`src/rtl/sd_cmd_pkg.sv`:
```
// ============================================================================
// Module  : sd_cmd_pkg
// Brief   : Shared constants for the SD command PHY: state codes, response
//           classes and the CRC7 polynomial.
// Revision: 1.0
// ============================================================================
`default_nettype none

package sd_cmd_pkg;

  localparam logic [2:0] ST_IDLE = 3'd0;
  localparam logic [2:0] ST_LOAD = 3'd1;
  localparam logic [2:0] ST_SEND = 3'd2;
  localparam logic [2:0] ST_WAIT = 3'd3;
  localparam logic [2:0] ST_RECV = 3'd4;
  localparam logic [2:0] ST_DONE = 3'd5;
  localparam logic [2:0] ST_TOUT = 3'd6;

  localparam int RSP_LEN_SHORT = 48;
  localparam int RSP_LEN_LONG  = 136;
  localparam int CMD_LEN       = 48;

  // Command index sets, one bit per index 0..63
  localparam logic [63:0] NO_RSP_IDX_MASK   = (64'd1 << 0) | (64'd1 << 4) | (64'd1 << 15);
  localparam logic [63:0] LONG_RSP_IDX_MASK = (64'd1 << 2) | (64'd1 << 9) | (64'd1 << 10);
  localparam logic [5:0]  IDX_R3            = 6'd41;

  localparam logic [6:0] CRC7_POLY = 7'h09;

  function automatic logic is_no_rsp(input logic [5:0] idx);
    return NO_RSP_IDX_MASK[idx];
  endfunction

  function automatic logic is_long_rsp(input logic [5:0] idx);
    return LONG_RSP_IDX_MASK[idx];
  endfunction

endpackage

`default_nettype wire

```
`src/rtl/sd_crc7.sv`:
```
// ============================================================================
// Module  : sd_crc7
// Brief   : Serial CRC7 (x^7 + x^3 + 1), one bit per enabled clock.
// Revision: 1.0
// ============================================================================
`default_nettype none

module sd_crc7
  import sd_cmd_pkg::*;
(
  input  logic       clk_i,
  input  logic       rst_ni,
  input  logic       clr_i,
  input  logic       en_i,
  input  logic       bit_i,
  output logic [6:0] crc_o
);

  logic [6:0] crc_q;
  logic [6:0] crc_d;
  logic       fb;

  always_comb begin
    fb    = bit_i ^ crc_q[6];
    crc_d = crc_q;
    if (clr_i) begin
      crc_d = 7'd0;
    end else if (en_i) begin
      crc_d = {crc_q[5:0], 1'b0} ^ (fb ? CRC7_POLY : 7'd0);
    end
  end

  always_ff @(posedge clk_i) begin
    if (!rst_ni) begin
      crc_q <= 7'd0;
    end else begin
      crc_q <= crc_d;
    end
  end

  assign crc_o = crc_q;

endmodule

`default_nettype wire

```
`src/rtl/sd_cmd_phy.sv`:
```
// ============================================================================
// Module  : sd_cmd_phy
// Brief   : SD CMD-line PHY: serializes a command with CRC7, then receives,
//           returns or times out on the card response.
//           Optional define SD_CMD_RSP_CRC_CHECK_EN adds response CRC checking
//           with a crc_error output.
// Revision: 1.0
// ============================================================================
`default_nettype none

module sd_cmd_phy
  import sd_cmd_pkg::*;
#(
  parameter int TIMEOUT_CYCLES = 64,
  parameter int CNT_W          = 8
) (
  input  logic          clock,
  input  logic          reset,
  input  logic          strobe_in,
  input  logic          ack_in,
  input  logic          idle_in,
  input  logic [39:0]   cmd_to_send,
  input  logic          cmd_pin_in,
  output logic          cmd_pin_out,
  output logic          cmd_pin_oe,
  output logic          strobe_out,
  output logic          ack_out,
  output logic [135:0]  cmd_response,
`ifdef SD_CMD_RSP_CRC_CHECK_EN
  output logic          crc_error,
`endif
  output logic          timeout
);

  localparam logic [CNT_W-1:0] CNT_ZERO       = '0;
  localparam logic [CNT_W-1:0] CNT_ONE        = CNT_W'(1);
  localparam logic [CNT_W-1:0] CNT_TX_FIRST   = CNT_W'(CMD_LEN - 1);
  localparam logic [CNT_W-1:0] CNT_BODY_LAST  = CNT_W'(8);
  localparam logic [CNT_W-1:0] CNT_TOUT_LAST  = CNT_W'(TIMEOUT_CYCLES - 1);
  localparam logic [CNT_W-1:0] CNT_RX_SHORT   = CNT_W'(RSP_LEN_SHORT - 2);
  localparam logic [CNT_W-1:0] CNT_RX_LONG    = CNT_W'(RSP_LEN_LONG - 2);

  logic [2:0]       state_q, state_d;
  logic [CNT_W-1:0] cnt_q, cnt_d;
  logic [39:0]      tx_q, tx_d;
  logic [135:0]     rsp_q, rsp_d;
  logic             no_rsp_q, no_rsp_d;
  logic             long_q, long_d;
  logic             strobe_prev_q;
  logic [6:0]       tx_crc;
  logic             tx_crc_en;

  // ---------------- state register ----------------
  always_ff @(posedge clock) begin
    if (!reset) begin
      state_q <= ST_IDLE;
    end else begin
      state_q <= state_d;
    end
  end

  // ---------------- next-state logic ----------------
  always_comb begin
    state_d = state_q;
    case (state_q)
      ST_IDLE: if (strobe_in && !strobe_prev_q) state_d = ST_LOAD;
      ST_LOAD: state_d = ST_SEND;
      ST_SEND: if (cnt_q == CNT_ZERO) state_d = no_rsp_q ? ST_DONE : ST_WAIT;
      ST_WAIT: begin
        // A start bit on the final count still wins over the timeout
        if (!cmd_pin_in)                  state_d = ST_RECV;
        else if (cnt_q == CNT_TOUT_LAST)  state_d = ST_TOUT;
      end
      ST_RECV: if (cnt_q == CNT_ZERO) state_d = ST_DONE;
      ST_DONE: if (ack_in || idle_in) state_d = ST_IDLE;
      ST_TOUT: if (!strobe_in || idle_in) state_d = ST_IDLE;
      default: state_d = ST_IDLE;
    endcase
  end

  // ---------------- outputs ----------------
  always_comb begin
    cmd_pin_oe  = (state_q == ST_SEND);
    ack_out     = (state_q == ST_LOAD);
    strobe_out  = (state_q == ST_DONE);
    timeout     = (state_q == ST_TOUT);
    cmd_pin_out = 1'b1;
    if (state_q == ST_SEND) begin
      if (cnt_q >= CNT_BODY_LAST) begin
        cmd_pin_out = tx_q[39];
      end else if (cnt_q != CNT_ZERO) begin
        cmd_pin_out = tx_crc[cnt_q[2:0] - 3'd1];
      end
    end
  end

  assign cmd_response = rsp_q;

  // ---------------- datapath ----------------
  always_comb begin
    cnt_d    = cnt_q;
    tx_d     = tx_q;
    rsp_d    = rsp_q;
    no_rsp_d = no_rsp_q;
    long_d   = long_q;
    case (state_q)
      ST_IDLE: cnt_d = CNT_ZERO;
      ST_LOAD: begin
        tx_d     = cmd_to_send;
        rsp_d    = '0;
        cnt_d    = CNT_TX_FIRST;
        no_rsp_d = is_no_rsp(cmd_to_send[37:32]);
        long_d   = is_long_rsp(cmd_to_send[37:32]);
      end
      ST_SEND: begin
        tx_d  = {tx_q[38:0], 1'b0};
        cnt_d = (cnt_q == CNT_ZERO) ? CNT_ZERO : cnt_q - CNT_ONE;
      end
      ST_WAIT: begin
        if (!cmd_pin_in) begin
          rsp_d = {rsp_q[134:0], cmd_pin_in};
          cnt_d = long_q ? CNT_RX_LONG : CNT_RX_SHORT;
        end else if (cnt_q == CNT_TOUT_LAST) begin
          cnt_d = CNT_ZERO;
        end else begin
          cnt_d = cnt_q + CNT_ONE;
        end
      end
      ST_RECV: begin
        rsp_d = {rsp_q[134:0], cmd_pin_in};
        cnt_d = (cnt_q == CNT_ZERO) ? CNT_ZERO : cnt_q - CNT_ONE;
      end
      default: ;
    endcase
  end

  always_ff @(posedge clock) begin
    if (!reset) begin
      cnt_q         <= '0;
      tx_q          <= '0;
      rsp_q         <= '0;
      no_rsp_q      <= 1'b0;
      long_q        <= 1'b0;
      strobe_prev_q <= 1'b0;
    end else begin
      cnt_q         <= cnt_d;
      tx_q          <= tx_d;
      rsp_q         <= rsp_d;
      no_rsp_q      <= no_rsp_d;
      long_q        <= long_d;
      strobe_prev_q <= strobe_in;
    end
  end

  assign tx_crc_en = (state_q == ST_SEND) && (cnt_q >= CNT_BODY_LAST);

  sd_crc7 u_tx_crc (
    .clk_i  (clock),
    .rst_ni (reset),
    .clr_i  (state_q == ST_LOAD),
    .en_i   (tx_crc_en),
    .bit_i  (tx_q[39]),
    .crc_o  (tx_crc)
  );

`ifdef SD_CMD_RSP_CRC_CHECK_EN
  localparam logic [CNT_W-1:0] CNT_CRC_HI_SHORT = CNT_W'(RSP_LEN_SHORT - 1);
  localparam logic [CNT_W-1:0] CNT_CRC_HI_LONG  = CNT_W'(127);

  logic       r3_q, r3_d;
  logic       crc_err_q, crc_err_d;
  logic       rx_crc_en;
  logic [6:0] rx_crc;

  // Covered bits run from the top of the response (R2: bit 127) down to bit 8
  always_comb begin
    rx_crc_en = 1'b0;
    if (state_q == ST_WAIT) begin
      rx_crc_en = !cmd_pin_in && !long_q;
    end else if (state_q == ST_RECV) begin
      rx_crc_en = (cnt_q >= CNT_BODY_LAST) &&
                  (cnt_q <= (long_q ? CNT_CRC_HI_LONG : CNT_CRC_HI_SHORT));
    end
  end

  always_comb begin
    r3_d      = r3_q;
    crc_err_d = crc_err_q;
    if (state_q == ST_LOAD) begin
      r3_d      = (cmd_to_send[37:32] == IDX_R3);
      crc_err_d = 1'b0;
    end else if ((state_q == ST_RECV) && (cnt_q == CNT_ZERO)) begin
      crc_err_d = !r3_q && (rx_crc != rsp_d[7:1]);
    end
  end

  always_ff @(posedge clock) begin
    if (!reset) begin
      r3_q      <= 1'b0;
      crc_err_q <= 1'b0;
    end else begin
      r3_q      <= r3_d;
      crc_err_q <= crc_err_d;
    end
  end

  sd_crc7 u_rx_crc (
    .clk_i  (clock),
    .rst_ni (reset),
    .clr_i  (state_q == ST_LOAD),
    .en_i   (rx_crc_en),
    .bit_i  (cmd_pin_in),
    .crc_o  (rx_crc)
  );

  assign crc_error = crc_err_q;
`endif

endmodule

`default_nettype wire

```
`config.mk`:
```
export PLATFORM = sky130hd
export DESIGN_NAME = sd_cmd_phy
export DESIGN_NICKNAME = d
export VERILOG_FILES = /design/src/rtl/sd_cmd_pkg.sv /design/src/rtl/sd_crc7.sv /design/src/rtl/sd_cmd_phy.sv
export SDC_FILE = /design/constraint.sdc
export NUM_CORES = 1
export LEC_CHECK = 0
export CORE_MARGIN = 3
export CORE_UTILIZATION = 50
export DETAILED_ROUTE_END_ITERATION = 8
export HOLD_SLACK_MARGIN = 0.08
export PLACE_DENSITY_LB_ADDON = 0.08
export SYNTH_ARGS = -nofsm -noshare
export SYNTH_HDL_FRONTEND = slang
export SYNTH_SLANG_ARGS = --single-unit
```
`constraint.sdc`:
```
create_clock -name clock -period 2.5 [get_ports clock]
set_input_delay 0.5 -clock clock [delete_from_list [all_inputs] [get_ports clock]]
set_output_delay 0.5 -clock clock [all_outputs]
set_load 0.1 [all_outputs]
```
### Word-level counts from Yosys, hierarchy flattened

Memories as Yosys holds them, arrays and structs flattened. A register that Yosys moved wholly into a read port is not among the register bits.
Index checks and enable logic that the tools add are counted.

* add/sub/neg operators: 3
* multipliers: 0
* div/mod/pow operators: 0
* $lt $le $gt $ge: 2
* equal/unequal tests: 14
* shift operators: 0
* multiplexer cells: 23
* bitwise logic cells: 3
* reductions and logical operators: 18

Operator list (number)
* $pmux W136 S3: 1
* $mux W136: 1
* $pmux W40 S2: 1
* $mux W8: 4
* $pmux W8 S4: 1
* $mux W3: 8
* $pmux W3 S7: 1
* $eq A3 B3 Y1 const B: 3
* $add A8 B1 Y8 const B: 1
* $eq A8 B6 Y1 const B: 1
* $ge A8 B4 Y1 const B: 1
* $logic_not A8 Y1: 1
* $reduce_bool A8 Y1: 1
* $sub A8 B1 Y8 const B: 1
* $xor A7 B7 Y7: 1
* $eq A3 B2 Y1 const B: 2
* $ne A2 B1 Y1 const B: 3
* $ne A2 B2 Y1 const B: 3
* $reduce_and A6 Y1: 1
* $logic_not A1 Y1: 4
* $lt A3 B4 Y1 const B: 1
* $mux W1: 4
* $mux W4: 1
* $reduce_bool A4 Y1: 1
* 13 further kinds: 16

* register bits after elaboration: 195
* bits in latches: 0
* bits in writable memories: 0
* ROM bits: 128
* bits of input ports: 46
* output and inout port bits: 141
* logic and storage cells: 71
* memories kept: 2

Memory list
* (name not given): words 64, width 1, rd ports 1, clocked after memory_dff 1, write ports 0, line sd_cmd_pkg.sv:35 `return LONG_RSP_IDX_MASK[idx];`
* (name not given): words 64, width 1, rd ports 1, clocked after memory_dff 1, write ports 0, line sd_cmd_pkg.sv:31 `return NO_RSP_IDX_MASK[idx];`

### Depth between registers and ports, before layout

Gate-level depths: netlist (run 1).

* depth in word-level cells: 6
* mapped depth: 8
* depth with buffers taken out: 7

### By module

A second synthesis (run 1) with hierarchy kept.

* cells, all modules: 840
* area total of the unflattened synthesis: 7723.7 um2

Modules (own cells, without submodules)
* sd_cmd_phy: times used 1, cells an instance 812, area an instance 7437.1 um2, sequential area each 3803.6 um2
* sd_crc7: times used 1, cells an instance 28, area an instance 286.5 um2, sequential area each 140.1 um2

### Worst setup path after synthesis (run 1)

No wires, ideal clock.

* path type: flip-flop to output port
* start point: register cnt_q[0]
* end point: output port cmd_pin_out
* arrival time: 3.614 ns
* required time: 2.000 ns
* slack: -1.614 ns
* cell stages (with the launch flop): 9
* path buffers: 1
* cell sequence: dfxtp_1 clkbuf_1 inv_1 ha_1 mux2_2 nand2_1 a21oi_1 nor3_1 o21ai_0

* cells in the longest elaborated chain, start to end: 6
* elaborated cells between the ends (all ways): 8
* classes of those cells: 1 x add/sub; 1 x order compare; 5 x mux; 1 x reduce/logical

RTL lines
* start: declaration: line sd_cmd_phy.sv:44 `logic [CNT_W-1:0] cnt_q, cnt_d;`
* start signal: assignment: line sd_cmd_phy.sv:146 `cnt_q <= cnt_d;`
* $sub A3 B1 Y3: line sd_cmd_phy.sv:92 `cmd_pin_out = tx_crc[cnt_q[2:0] - 3'd1];`
* $bmux W1 S3: line sd_cmd_phy.sv:92
* $mux W1 (implied by the code): line sd_cmd_phy.sv:92
* $mux W1: line sd_cmd_phy.sv:91 `end else if (cnt_q != CNT_ZERO) begin`
* $mux W1 *: line sd_cmd_phy.sv:89 `if (cnt_q >= CNT_BODY_LAST) begin`
* $mux W1 *: line sd_cmd_phy.sv:88 `if (state_q == ST_SEND) begin`
* end: declaration: line sd_cmd_phy.sv:24 `output logic cmd_pin_out,`

Mark *: on every way between the ends. The rest lies on a longest branch, timed or not. The select of a mux whose other input is x is not followed.

### Worst setup path in the final report (run 1)

* start point: register cnt_q[4]
* end point: output port cmd_pin_out

* cells in the longest elaborated chain, start to end: 4
* elaborated cells between the ends (all ways): 5
* classes of those cells: 1 x order compare; 3 x mux; 1 x reduce/logical

RTL lines (line)
* branches (longest 2 deep; another with $ge A8 B4 Y1)
* $mux W1 *: sd_cmd_phy.sv:89
* $mux W1 *: sd_cmd_phy.sv:88

Mark *: on every way between the ends.

==> results of run 1 <==
worst max path at each step:
stage / endpoint / slack (ns) / cells after the start
CTS: cmd_pin_out / -0.008 / 7
global route: cmd_pin_out / -0.07 / 6
finish: cmd_pin_out / -0.005 / 6
detailed placement: cmd_pin_out / 0.18 / 8
floorplan: cmd_pin_out / -0.34 / 8
global placement: cmd_pin_out / 0.25 / 8
flip-flops by register name, indices dropped and copies added (netlist names):
register / flops
strobe_prev_q: 1
cmd_response: 136
no_rsp_q: 1
long_q: 1
u_tx_crc.crc_o: 7
state_q: 3
cnt_q: 8
tx_q: 40
repair_timing:
item / in CTS / in global routing
endpoints found under the setup margin: 1 / 1
buffers inserted: 3 / 5
gates cloned: 0 / 0
gates resized for setup: 16 / 5
pin swaps: 4 / 5
worst max-delay path, delay by kind of cell, from the launching register on:
kind,cells,cell delay [ns]
simple gates,4,0.95
flops,1,0.35
buf+inv,1,0.17
compound gates,1,0.10
cells by family (layout without fill, tap and decap cells):
family	count (synthesis)	after routing
AND/OR/NAND/NOR	341	341
AO/OA/AOI/OAI	226	226
flip-flops	197	197
buffers and inverters	90	266
multiplexers	12	12
XOR/XNOR	9	9
adder cells (fa/ha/maj)	6	6
Yosys cell counts, drive strengths merged (2+ instances only):
| cell | count | area share, % |
|---|---|---|
| dfxtp | 197 | 51 |
| nor2 | 150 | 7.2 |
| a22oi | 136 | 13 |
| nand2 | 103 | 5.0 |
| clkbuf | 56 | 2.7 |
| nor2b | 49 | 3.9 |
| a311oi | 39 | 4.4 |
| buf | 21 | 1.3 |
| a21oi | 18 | 1.2 |
| o21ai | 14 | 1.0 |
| inv | 12 | 0.58 |
| nand3 | 11 | 0.71 |
| mux2i | 10 | 1.3 |
| nor3 | 8 | 0.51 |
| ha | 6 | 0.96 |
| xnor2 | 5 | 0.56 |
| nor4 | 4 | 0.32 |
| o22ai | 4 | 0.32 |
| xor2 | 4 | 0.45 |
| nand4 | 3 | 0.24 |
| o211ai | 3 | 0.47 |
| o21a | 3 | 0.29 |
| and2 | 2 | 0.16 |
| nand2b | 2 | 0.16 |
| o31ai | 2 | 0.37 |
| o32a | 2 | 0.29 |
| or4 | 2 | 0.24 |
layout by cell type, fill, tap and decap left out, types with 5 or more instances in the layout:
cell type,n
a21oi_1,17
a22oi_1,135
a311oi_1,39
buf_12,14
buf_4,160
clkbuf_16,17
clkdlybuf4s50_1,45
dfxtp_1,193
ha_1,5
inv_1,8
mux2i_1,10
nand2_1,101
nand3_1,10
nor2_1,149
nor2b_1,49
nor3_1,5
o21ai_0,11
cell type report:
class	count	area, um^2	area share, %
flip-flops and latches	197	3950	38.3
well taps	188	235	2.28
clock buffers	19	443	4.29
clock inverters	13	140	1.36
inverters	13	51.3	0.496
multi-input cells	594	3560	34.5
repair buffers	221	1950	18.8
where the power goes:
group / internal (mW) / total (mW) / switching (mW)
logic: 1.18 / 3.04 / 1.86
clock network: 1.44 / 2.68 / 1.25
registers: 3.52 / 3.79 / 0.274
total: 6.13 / 9.51 / 3.38
per-stage QoR:
step,power [mW],cells,instance area (um^2),hold WS (ns),setup slack (ns)
2_1_floorplan,5.90,881,7810,0.447,-0.340
3_3_place_gp,6.67,1205,9630,0.455,0.247
3_5_place_dp,6.69,1205,9630,0.464,0.179
4_1_cts,9.50,1240,10300,0.474,-0.00790
5_1_grt,10.1,1245,10300,0.501,-0.0655
6_report,9.51,1245,10300,0.470,-0.00479
routing by layer:
layer  GRT usage, %  vias to the layer above  wire, um
met5              0                        -         0
met4           6.65                        0       249
met3           5.93                       20      1240
met2           31.1                      196      8300
met1           29.4                     3247      8540
li1               -                     3448         -
==> metrics.txt, run 1 <==
Synth Area in Adders=0.963%; largest net degree at the start of global routing=81; main combinational cell family by area after synthesis=compound AO/OA/AOI/OAI gates; num ports=187; CTS max path bufs=2; Finished Core Util=68.0%; Die Wd=131 um; CTS sink count=197; CTS H-tree lvls=4; synth-to-layout area growth=32.6%; max-cap check violation count=0; EDFF count, synth=0; total grt overflow=0; Top FF cell, synth=dfxtp_1; arrival time at the worst endpoint=2.00 ns; core area=0.0152 mm^2; clk_lat worst skew=0.43 ns; clock-pin transition on the worst setup and hold timing paths=0.07 ns; RSZ-0062 raised after global routing=true; layout cells sized above 1=22.9%; placed wire-length estimate=12000 um; synth warn=0; Post-Syn Instances=881; CTS tree=built; # setup viols final=1; Slew headroom=64.3%; Worst Tran Pin Value=0.535 ns; post-synthesis xor/xnor area fraction=1.01%; Die H=131 um; final period utilization=100%; via count=6911; post-synthesis compound-gate area fraction=22.0%; drt pass-1 iters=5; worst flop-to-flop path endpoint=state_q[2]$_SDFFE_PN0P_; post-synth net total=933; CP endpoint kind=output pin; Slew Viols, Final=0; cell breakdown of the critical path=or4_4, nor2_4, nand2_2, nor3_4, o21ai_2, buf_12; R2R depth=6; hold-critical path endpoint=tx_q[0]$_SDFFE_PN0P_; simple-gate share of the synthesized area=19.2%; FMAX=399 MHz; Fin. Hold Viols=0; register area share after synthesis=50.6%; Placer Congestion=0.850; Cell variety after synth=49; hold depth=2; clk_skew=0.00881 ns; crit-path max cell delay=0.56 ns; crit path time final=2.50 ns; Routed Antenna Nets=0; row count=45; P_leak=4.08 nW; drt via density=5.55; r2r setup slk=0.42 ns; vias in the first global route=6040; WL per Instance=14.7 um; crit path launch=cnt_q[4]$_SDFFE_PN0P_; total track usage=20.9%; Post-CTS Hold Fix Bufs=0; Pwr Density=920 mW/mm^2; first-pass GRT wire length=29300 um; r2r startpoint=cnt_q[4]$_SDFFE_PN0P_; Req. time, crit path=2.00 ns; Synth async-reset ratio=0%; drt initial violations=496; critical path's slowest cell=or4_4; status=finished with violations; critical path class=reg2out; failing checks=setup timing; IO Port Bufs=186; ant diodes=0; initial antenna violation count=0; Post-Route Setup TNS=-0.00479 ns; CTS Root Cell=clkbuf_16; Final #Nets=1096; Detailed Route WL=18300 um; Num CTS Buffers=17; Netlist Area Pre-Place=0.00779 mm^2; mean post-synth cell area=8.85 um^2; hold wc startpoint=tx_q[0]$_SDFFE_PN0P_; Filler Cell Count=1280; worst vdd ir=628 uV; crit path launch type=flip-flop; Final WS setup=-0.00479 ns; FF+latch count, synth=197; drt drc=0; full die area=0.0171 mm^2; Starting Density=51.3%; Tightest Hold Check Type=reg2reg; crit path max fanout=4; mux contribution to synthesized area=1.72%
(Power assumes the default switching activity.)
==> run 2, diff against run 1 <==
Settings changed: CORE_MARGIN 3 to not set, GPL_TIMING_DRIVEN set to 0.
==> metrics.txt, run 2 (same netlist as run 1, synthesis figures left out) <==
Slew headroom=31.0%; CTS tree=built; Detailed Route WL=18900 um; clk_skew=0.00935 ns; CP endpoint kind=output pin; hold wc startpoint=tx_q[0]$_SDFFE_PN0P_; first-pass GRT wire length=30500 um; Register Area=0.00395 mm^2; arrival time at the worst endpoint=1.99 ns; initial antenna violation count=0; Slew Viols, Final=0; Routed Antenna Nets=0; CTS sink count=197; commonest non-fill, non-tap cells in the layout=193 x dfxtp_1, 149 x nor2_1, 144 x clkdlybuf4s50_1; WL met3=1040 um; FMAX=401 MHz; placed wire-length estimate=13100 um; synth-to-layout area growth=37.0%; clk_lat worst skew=0.43 ns; drt initial violations=472; cell breakdown of the critical path=inv_4, ha_4, mux2_4, nand2_2, a21oi_2, nor3_2, o21ai_2, buf_12; total track usage=23.5%; Met1 Wirelength=8840 um; critical path class=reg2out; area of the multi-input gates=0.00357 mm^2; r2r startpoint=cnt_q[0]$_SDFFE_PN0P_; RSZ-0062 raised after global routing=true; WL per Instance=14.6 um; Tot Pwr=9.41 mW; max-cap check violation count=0; via count=7124; clock-pin transition on the worst setup and hold timing paths=0.07 ns; Final #Nets=1141; crit-path max cell delay=0.38 ns; CTS Root Cell=clkbuf_16; crit path max fanout=4; status=finished clean; drt via density=5.52; Die Wd=127 um; Placer Congestion=0.858; num ports=187; full die area=0.0161 mm^2; Req. time, crit path=2.00 ns; Worst Tran Pin Value=1.03 ns; Tightest Hold Check Type=reg2reg; Starting Density=51.3%; Filler Cell Count=1208; critical path's slowest cell=dfxtp_4; Die H=127 um; CTS max path bufs=2; crit path launch type=flip-flop; leading cell type in the layout, fill and taps excluded=dfxtp_1; layout cells sized above 1=8.89%; drt pass-1 iters=5; Pwr Density=881 mW/mm^2; P_leak=4.38 nW; worst vdd ir=638 uV; IO Port Bufs=184; Num CTS Buffers=17; core area=0.0152 mm^2; WHS=0.471 ns; row count=45; crit path launch=cnt_q[1]$_SDFFE_PN0P_; final period utilization=99.7%; Fin. Hold Viols=0; drt drc=0; # setup viols final=0; number of flip-flops in the largest register=136; DR top layer=met4; vias in the first global route=6263; CTS H-tree lvls=4; total grt overflow=0; largest net degree at the start of global routing=19; met2 routed WL=8750 um; crit path time final=2.49 ns
==> run 2: what timing repair did <==
item / in CTS / in global routing
hold buffers: 0 / 0
buffers inserted: 0 / 8
resized for setup: 43 / 51
cloned: 0 / 0
endpoints found under the setup margin: 7 / 36
pin swaps: 0 / 5
==> run 2: power by group <==
part	total (mW)	leakage, nW	switching, mW	internal, mW
Sequential	3.74	1.60	0.226	3.52
Clock	2.63	0.278	1.23	1.40
Combinational	3.04	2.51	1.97	1.07
Total	9.41	4.38	3.43	5.98
==> run 2: final cells by class <==
cell class	instances	share of cell area, %
inverters	13	0.516
plain buffers	74	2.81
multi-input cells	594	33.4
flip-flops and latches	197	37.0
diodes	1	0.0234
clock inverters	15	1.31
repair buffers	192	18.7
clock buffers	17	3.99
well taps	188	2.20
==> run 2: worst max-delay path, delay by kind of cell (launching register included) <==
family                     cells  cell delay, ns
DFF                            1            0.38
adders and majority gates      1            0.28
buffers and inverters          2            0.21
and+or+nand+nor                2            0.24
AOI/OAI and AO/OA              2            0.14
muxes                          1            0.30
==> run 2: routing by layer <==
| layer | vias to the layer above | track usage (%) |
|---|---|---|
| met3 | 24 | 5.69 |
| met5 | - | 0 |
| li1 | 3537 | - |
| met4 | 0 | 8.12 |
| met2 | 209 | 36.4 |
| met1 | 3354 | 31.9 |
==> run 2: through the flow <==
stage	cells	setup slack (ns)	utilization, %	area, um^2	setup TNS (ns)
5_1_grt	1290	-0.0561	70.2	10700	-0.104
3_5_place_dp	1253	-0.996	65.0	9880	-2.55
2_1_floorplan	881	-0.340	-	7810	-0.340
3_3_place_gp	1253	-0.967	65.0	9880	-2.45
6_report	1291	0.00796	70.2	10700	0
4_1_cts	1283	-0.164	68.9	10500	-0.164
==> run 2: path summary, 6_finish.rpt <==
check / end / slack [ns] / depth (start not counted)
min reg2reg: tx_q[0]$_SDFFE_PN0P_ / 0.47 / 2
min: tx_q[0]$_SDFFE_PN0P_ / 0.47 / 2
max reg2reg: state_q[2]$_SDFFE_PN0P_ / 0.28 / 8
max: cmd_pin_out / 0.008 / 8
==> run 3, diff against run 2 <==
Settings changed: CORE_MARGIN set to 2, MAX_ROUTING_LAYER set to met4.
==> metrics.txt, run 3 (same netlist as run 1, synthesis figures left out) <==
r2r setup slk=0.29 ns; Tot Pwr=9.55 mW; first-pass GRT wire length=31400 um; FMAX=392 MHz; Slew headroom=29.4%; commonest non-fill, non-tap cells in the layout=193 x dfxtp_1, 149 x nor2_1, 138 x clkdlybuf4s50_1; drt drc=0; met2 routed WL=8990 um; core area=0.0152 mm^2; crit path time final=2.55 ns; Placer Congestion=0.900; Fin. Hold Viols=0; Worst Tran Pin Value=1.06 ns; number of flip-flops in the largest register=136; CTS sink count=197; RSZ-0062 raised after global routing=true; Tightest Hold Check Type=reg2reg; Pwr Density=889 mW/mm^2; Die Wd=129 um; failing checks=setup timing; total track usage=24.0%; DR top layer=met4; WHS=0.475 ns; WL met3=1300 um; layout cells sized above 1=9.24%; status=finished with violations; WL per Instance=15.3 um; Final #Nets=1143; initial antenna violation count=1; Req. time, crit path=2.00 ns; IO Port Bufs=184; vias in the first global route=6412; crit path launch type=flip-flop; Met1 Wirelength=9020 um; largest net degree at the start of global routing=19; Detailed Route WL=19700 um; drt via density=5.57; arrival time at the worst endpoint=2.05 ns; leading cell type in the layout, fill and taps excluded=dfxtp_1; Post-CTS Hold Fix Bufs=0; row count=45; max-cap check violation count=0; clock-pin transition on the worst setup and hold timing paths=0.07 ns; final period utilization=102%; post-route cell area=0.0107 mm^2; Die H=129 um; via count=7208; Starting Density=51.3%; Num CTS Buffers=17; crit path max fanout=5; clk_skew=0.00833 ns; num ports=187; drt pass-1 iters=8; CTS max path bufs=2; placed wire-length estimate=13400 um; CTS Root Cell=clkbuf_16; total grt overflow=0; synth-to-layout area growth=37.7%; Area after DPL=0.00988 mm^2; CTS H-tree lvls=4; Routed Antenna Nets=0; Final WS setup=-0.0490 ns; Slew Viols, Final=0; P_leak=4.51 nW; worst vdd ir=636 uV; critical path class=reg2out; DP Cell Count=1253; # setup viols final=1; CP endpoint kind=output pin; drt initial violations=506; Filler Cell Count=1254; Final Non-Filler Cells=1293; full die area=0.0166 mm^2; clk_lat worst skew=0.44 ns; CTS tree=built
-- run 3: cell count changes in the layout (fill, tap and decap cells not counted), sizes merged --
cell	previous run	this run
buf	32	34
clkbuf	71	72
clkdlybuf4s50	144	138
clkinv	5	6
clkinvlp	3	2
dlymetal6s2s	33	39
inv	19	18
-- run 3: through the flow --
step           util (%)  worst slack, ns  TNS (ns)
2_1_floorplan         -           -0.340    -0.340
3_3_place_gp       65.0           -0.962     -2.45
3_5_place_dp       65.0           -0.997     -2.54
4_1_cts            69.1           -0.116    -0.116
5_1_grt            70.6           -0.106    -0.116
6_report           70.6          -0.0490   -0.0490
-- run 3: path summary, 6_finish.rpt --
check                                from                            end  cells after the start
hold reg to reg      tx_q[0]$_SDFFE_PN0P_           tx_q[0]$_SDFFE_PN0P_                      2
setup reg to reg  state_q[1]$_SDFFE_PN0P_  cmd_response[45]$_SDFFE_PN0P_                      6
hold / removal       tx_q[0]$_SDFFE_PN0P_           tx_q[0]$_SDFFE_PN0P_                      2
setup / recovery    cnt_q[0]$_SDFFE_PN0P_                    cmd_pin_out                      8
-- run 3: critical path, cell delays in order (launching register included) --
cell     delay (ns)
dfxtp_4        0.38
inv_4          0.05
ha_4           0.28
mux2_2         0.34
nand2_2        0.10
a21oi_4        0.06
nor3_4         0.12
o21ai_2        0.11
buf_12         0.18
-- run 3: repair_timing --
item                       CTS  global route
gates resized for setup     44            60
pin swaps                    2             5
setup endpoints to repair    7            43
setup buffers                0            10
-- run 3: final cells by class --
| cell class | instances | area [um^2] | area share (%) |
|---|---|---|---|
| Tap cell | 188 | 235 | 2.19 |
| Sequential cell | 197 | 3960 | 36.9 |
| Clock inverter | 14 | 140 | 1.31 |
| Buffer | 74 | 300 | 2.80 |
| Antenna cell | 1 | 2.50 | 0.0233 |
| Inverter | 13 | 57.6 | 0.536 |
| Timing Repair Buffer | 194 | 2020 | 18.8 |
| Clock buffer | 18 | 439 | 4.09 |
| Multi-Input combinational cell | 594 | 3580 | 33.4 |
-- run 3: power by group --
part / total, mW / internal, mW / switching (mW)
clock: 2.68 / 1.43 / 1.25
combinational: 3.12 / 1.12 / 2.01
sequential: 3.75 / 3.52 / 0.232
-- run 3: layer usage --
| metal | GRT usage [%] | vias to the layer above |
|---|---|---|
| met5 | - | - |
| met4 | 9.08 | 0 |
| met3 | 5.45 | 27 |
| met2 | 36.4 | 240 |
| met1 | 31.5 | 3385 |
| li1 | - | 3556 |
